### src/rtl/fetch_unit_pkg.sv
// Shared types and constants for the instruction fetch unit.
package fetch_unit_pkg;

  typedef enum logic {
    FETCH = 1'b0,
    VALID = 1'b1
  } fetch_state_e;

  localparam logic [31:0] RESET_PC_DEFAULT = 32'h0000_3000;
  localparam logic [31:0] IMEM_LO_DEFAULT  = 32'h0000_3000;
  localparam logic [31:0] IMEM_HI_DEFAULT  = 32'h0000_6FFC;
  localparam logic [31:0] NOP              = 32'h0000_0000;

  // True when a fetch address is misaligned or outside the instruction window.
  function automatic logic fetch_addr_bad(input logic [31:0] addr,
                                          input logic [31:0] lo,
                                          input logic [31:0] hi);
    return (addr[1:0] != 2'b00) || (addr < lo) || (addr > hi);
  endfunction

endpackage

### src/rtl/fetch_unit_pc_reg.sv
// Program counter register: 32-bit, async reset to RESET_PC, loads d when load_en.
module pc_reg
  import fetch_unit_pkg::*;
#(
  parameter logic [31:0] RESET_PC = RESET_PC_DEFAULT
) (
  input  logic        clk,
  input  logic        reset,
  input  logic        load_en,
  input  logic [31:0] d,
  output logic [31:0] q
);

  logic [31:0] pc_d;
  logic [31:0] pc_q;

  always_comb begin
    pc_d = pc_q;
    if (load_en) pc_d = d;
  end

  always_ff @(posedge clk or posedge reset) begin
    if (reset) pc_q <= RESET_PC;
    else       pc_q <= pc_d;
  end

  assign q = pc_q;

endmodule

### src/rtl/fetch_unit.sv
// Two-state instruction fetch unit (FETCH -> VALID -> FETCH).
// Optional address checking is enabled by defining FETCH_ADDR_CHECK_EN.
module fetch_unit
  import fetch_unit_pkg::*;
#(
  parameter logic [31:0] RESET_PC = RESET_PC_DEFAULT,
  parameter logic [31:0] IMEM_LO  = IMEM_LO_DEFAULT,
  parameter logic [31:0] IMEM_HI  = IMEM_HI_DEFAULT
) (
  input  logic        clk,
  input  logic        reset,
  input  logic [31:0] npc,
  input  logic        stall,
  input  logic [31:0] imem_rdata,
  input  logic        imem_ready,
  output logic        imem_req,
  output logic [31:0] imem_addr,
  output logic [31:0] pc,
  output logic [31:0] instr,
  output logic        instr_valid,
  output logic        exc_adel
);

`ifdef FETCH_ADDR_CHECK_EN
  localparam logic ADDR_CHECK_EN = 1'b1;
`else
  localparam logic ADDR_CHECK_EN = 1'b0;
`endif

  fetch_state_e state_d, state_q;
  logic [31:0]  instr_d, instr_q;
  logic         instr_valid_d, instr_valid_q;
  logic         exc_adel_d, exc_adel_q;
  logic         pc_load;
  logic         addr_err;

  pc_reg #(
    .RESET_PC(RESET_PC)
  ) u_pc_reg (
    .clk    (clk),
    .reset  (reset),
    .load_en(pc_load),
    .d      (npc),
    .q      (pc)
  );

  assign addr_err = ADDR_CHECK_EN && fetch_addr_bad(pc, IMEM_LO, IMEM_HI);

  // A faulting address completes the fetch immediately with a NOP and the error flag.
  always_comb begin
    state_d       = state_q;
    instr_d       = instr_q;
    instr_valid_d = instr_valid_q;
    exc_adel_d    = exc_adel_q;
    pc_load       = 1'b0;
    case (state_q)
      FETCH: begin
        if (addr_err) begin
          state_d       = VALID;
          instr_d       = NOP;
          instr_valid_d = 1'b1;
          exc_adel_d    = 1'b1;
        end else if (imem_ready) begin
          state_d       = VALID;
          instr_d       = imem_rdata;
          instr_valid_d = 1'b1;
          exc_adel_d    = 1'b0;
        end
      end
      VALID: begin
        if (!stall) begin
          state_d       = FETCH;
          pc_load       = 1'b1;
          instr_valid_d = 1'b0;
          exc_adel_d    = 1'b0;
        end
      end
    endcase
  end

  always_ff @(posedge clk or posedge reset) begin
    if (reset) begin
      state_q       <= FETCH;
      instr_q       <= NOP;
      instr_valid_q <= 1'b0;
      exc_adel_q    <= 1'b0;
    end else begin
      state_q       <= state_d;
      instr_q       <= instr_d;
      instr_valid_q <= instr_valid_d;
      exc_adel_q    <= exc_adel_d;
    end
  end

  // Reset gates the request combinationally so it drops without waiting for an edge.
  assign imem_req    = (state_q == FETCH) && !reset && !addr_err;
  assign imem_addr   = pc;
  assign instr       = instr_q;
  assign instr_valid = instr_valid_q;
  assign exc_adel    = exc_adel_q & ADDR_CHECK_EN;

endmodule

### config.mk
export PLATFORM = sky130hd
export DESIGN_NAME = fetch_unit
export DESIGN_NICKNAME = d
export VERILOG_FILES = /design/src/rtl/fetch_unit_pkg.sv /design/src/rtl/fetch_unit_pc_reg.sv /design/src/rtl/fetch_unit.sv
export SDC_FILE = /design/constraint.sdc
export NUM_CORES = 1
export LEC_CHECK = 0
export CORE_MARGIN = 3
export CORE_UTILIZATION = 43
export CTS_BUF_LIST = sky130_fd_sc_hd__clkbuf_2 sky130_fd_sc_hd__clkbuf_4 sky130_fd_sc_hd__clkbuf_8
export DETAILED_ROUTE_END_ITERATION = 10
export PLACE_DENSITY = 0.93
export SYNTH_ARGS = -nofsm -noshare
export SYNTH_HDL_FRONTEND = slang
export SYNTH_SLANG_ARGS = --single-unit
### constraint.sdc
create_clock -name clk -period 4.6 [get_ports clk]
set_input_delay 1.38 -clock clk [delete_from_list [all_inputs] [get_ports clk]]
set_output_delay 1.38 -clock clk [all_outputs]
set_load 0.005 [all_outputs]
* Word level (Yosys, flattened, before mapping)
Index checks and enable logic that the tools add are counted.
Storage, ports and cells: bits in registers 66, bits of input ports 68, logic and storage cells 19, output and inout port bits 99
Operators by class: bitwise gates (word level) 1, eq/ne operators 2, reductions and logical operators 4, mux-type cells 8
Operators with widths (number):
- $mux 1 | 6
- $ne 2x2->1 const B | 2
- $pmux 1 s2 | 2
- $reduce_and 2->1 | 2
- $logic_and 1x1->1 | 1
- $logic_not 1->1 | 1
- $not 1->1 | 1

* Depth between registers and ports, before layout
word-level depth 3, gate-level depth with buffers 4, depth with buffers taken out 2

* By module
A second synthesis with hierarchy kept.
Unflattened totals: cell total of the unflattened synthesis 181, area, all modules 3029.2 µm²
Modules (own cells, without submodules):
- fetch_unit | times used 1, area an instance 1677.9 µm², cells an instance 112, sequential area each 850.8 µm²
- pc_reg | times used 1, area an instance 1351.3 µm², cells an instance 69, sequential area each 803.3 µm²

* Worst setup path before layout
OpenSTA, ideal clock, no wires.
path kind input port to output port, start input port reset, end output port imem_req, path slack 1.745 ns, stages on the path 1, required time 3.220 ns, path buffers 0, arrival 1.475 ns, cell sequence nor2_1
On the way: word-level cells in the longest chain between the ends 2
RTL lines:
- from (decl) | line fetch_unit.sv:11 | input logic reset,
- $logic_not 1->1 | line fetch_unit.sv:96 | assign imem_req = (state_q == FETCH) && !reset && !addr_err;
- $logic_and 1x1->1 | line fetch_unit.sv:96
- to (decl) | line fetch_unit.sv:16 | output logic imem_req,
No other way between the ends.

* Final worst setup path
Ends and elaborated chain as after synthesis.

==> out/results.ini <==
[worst_setup_path]
path_buf_inv = 2
arrival_ns = 2.43
critPathLaunchType = input pin
criticalPathCategory = in2out
setup.worst_path.end_class = output port
path_max_fanout = 2
required_ns = 3.22
crit_slowest_cell = clkdlybuf4s50_1
max_stage_delay_ns = 0.51
crit_path_frequent_cell = clkdlybuf4s50_1
crit_family = buffers and inverters
crit_chain = clkdlybuf4s50_1 -> nor2_1 -> clkdlybuf4s50_1
cp-startpoint = reset
reg2reg_from = state_q$_DFF_PP0_

[pwr]
power.internal_uw = 1550
p_sw_uw = 518
p_sw_frac = 0.250
peakVddDrop_mv = 0.261
p_clk_frac = 0.217
power.density_nw_per_um2 = 445
combPwrFrac = 0.382
p_leak_uw = 0.00203
power_uw = 2070
pwr-share-seq = 0.401

[logic_synthesis]
synth_area_leader_cell = dfrtp_1
ys_warn_count = 0
synth_top_area_frac = 0.532
synth.area.top_cells = dfrtp_1 (53%), mux2_4 (29%), buf_4 (8.2%), buf_12 (2.0%), buf_6 (1.9%)
synth.ff_latch_count = 66
synth_cell_types = 15
syn_area_per_cell_um2 = 16.7
synth.cell_area_um2 = 3010
netlist_instances = 180
syn_nets = 248
synth_seq_area_share = 0.549

[clocking]
cts_tree = done
insertion_delay_ns = 0.33
cts_hold_buffers = 0
cts_max_level = 3
cts_max_path_buffers = 2
cts_setup_buffers = 0
cts.sinks = 66
clockRootBuffer = clkbuf_8
cts_resized = 0
clk_pin_slew_ns = 0.07
cts_buffers = 9

[floorplan]
die_x_um = 89.7
core_um2 = 6570
num_rows = 29
die_h_um = 89.7
num_io_pins = 167
initial_utilization = 0.459
dieArea_um2 = 8040

[drt]
wl_per_cell_um = 16.8
via_per_inst = 4.54
drt_iter0_drc = 26
route.detailed.drc = 0
dr.pass1.iters = 3
wl_mm = 7.02
vias = 1897
ant_nets = 0

[layout]
drive_gt1_frac = 0.277
design_area_um2 = 4650
nFillCells = 451
stdcell_count = 418
fin_nets = 388
area_growth_syn_to_layout_pct = 54.4
diodes = 0

[global_routing]
use_met2 = 0.309
grt_util_met3 = 0.0821
grt_pass1_vias = 2099
top_usage_layer = met2
grt.total_usage = 0.181
grt_overflow = 0
grt_max_degree = 30
antenna_found_initial = 0
grt_pass1_wl_mm = 10.8
use_met1 = 0.206

[place]
place_congestion = 0.714
io_buffers = 165
dp.cells = 402
dpl.hpwl_mm = 5.39
place_area_um2 = 4460

[run]
maxCapViolCount = 0

[run_status]
status = completed

[timing]
finalSetupViolCount = 0
rsz0062_at_grt = false
worst_slew_pin_slew_ns = 0.748
clock-skew-final_ns = 0.00525
finalHoldViolCount = 0
slew_headroom = 0.500
finalCritPeriodShare = 0.828
slew_violations = 0
post-route-min-period_ns = 3.81
setup_tns_ns = 0
fmax_ghz = 0.263

[hold_path]
hold_path.class = reg2reg
hold_start = instr[24]$_DFFE_PP0P_

-- worst reg2reg max path, stage by stage, from the launching register on --
cell and delay (ns):
dfrtp_1 0.46, nor2b_4 0.68, buf_4 0.36, mux2_4 0.32
-- registers in the layout, summed over array words and instances, names as in the netlist --
name / flops
instr_valid: 1
instr: 32
state_q: 1
u_pc_reg.q: 32
-- cell type report --
| type | count | area (um^2) | share of cell area |
|---|---|---|---|
| Clock buffer | 12 | 165 | 0.0355 |
| Clock inverter | 4 | 25.0 | 0.00538 |
| Inverter | 1 | 3.75 | 0.000807 |
| Multi-Input combinational cell | 72 | 997 | 0.214 |
| Sequential cell | 66 | 1650 | 0.356 |
| Tap cell | 93 | 116 | 0.0250 |
| Timing Repair Buffer | 170 | 1690 | 0.363 |
-- cells in the final DEF, fill, tap and decap left out, types with 5 or more instances in the layout --
cell               n
buf_4              5
clkdlybuf4s50_1  165
mux2_2             5
clkbuf_8          12
mux2_4            59
dfrtp_1           64
-- cells in the mapped netlist --
library cell	number
nand2_1	1
nor2b_4	1
o21ai_0	1
buf_4	33
nor2_1	2
mux2_4	59
mux2_2	5
conb_1	1
nor2b_1	1
inv_1	1
dfrtp_1	64
a21o_1	1
dfstp_2	2
buf_6	5
buf_12	3
-- cells by family (layout without fill, tap and decap cells) --
family | after synthesis | in the layout | synth area share
flip-flops | 66 | 66 | 0.549
multiplexers | 64 | 64 | 0.313
buffers and inverters | 42 | 187 | 0.122
AND/OR/NAND/NOR | 5 | 5 | 0.0104
AO/OA/AOI/OAI | 2 | 2 | 0.00415
other | 1 | 1 | 0.00125
-- worst paths after layout --
| kind | slack, ns | cells after the start | end |
|---|---|---|---|
| min | 0.51 | 1 | instr[24]$_DFFE_PP0P_ |
| max | 0.79 | 3 | imem_req |
| max reg2reg | 2.66 | 3 | u_pc_reg.q[3]$_DFFE_PP0P_ |
| min reg2reg | 0.51 | 1 | instr[24]$_DFFE_PP0P_ |
| min in group asynchronous | 1.47 | 2 | instr[22]$_DFFE_PP0P_ |
| max in group asynchronous | 2.40 | 3 | u_pc_reg.q[6]$_DFFE_PP0P_ |
-- power by group through the flow --
| stage | Clock (uW) | Sequential [uW] | Combinational, uW |
|---|---|---|---|
| after floorplan | 0 | 832 | 379 |
| after global placement | 0 | 830 | 782 |
| after detailed placement | 0 | 837 | 803 |
| after CTS | 463 | 832 | 805 |
| after global routing | 496 | 851 | 849 |
| final | 449 | 830 | 791 |
-- per-layer routing --
metal / share of wire / vias to the layer above
met1: 0.39 / 933
met4: 0.0094 / 0
met3: 0.087 / 6
li1: - / 851
met2: 0.52 / 107
met5: 0 / -
-- stage by stage --
step	utilization	hold slack, ns	setup slack, ns
2_1_floorplan	-	0.494	1.57
3_3_place_gp	0.679	0.489	0.809
3_5_place_dp	0.679	0.496	0.785
4_1_cts	0.708	0.512	0.775
5_1_grt	0.708	0.528	0.703
6_report	0.708	0.511	0.791
No activity file was read; power rests on OpenSTA's default activity.
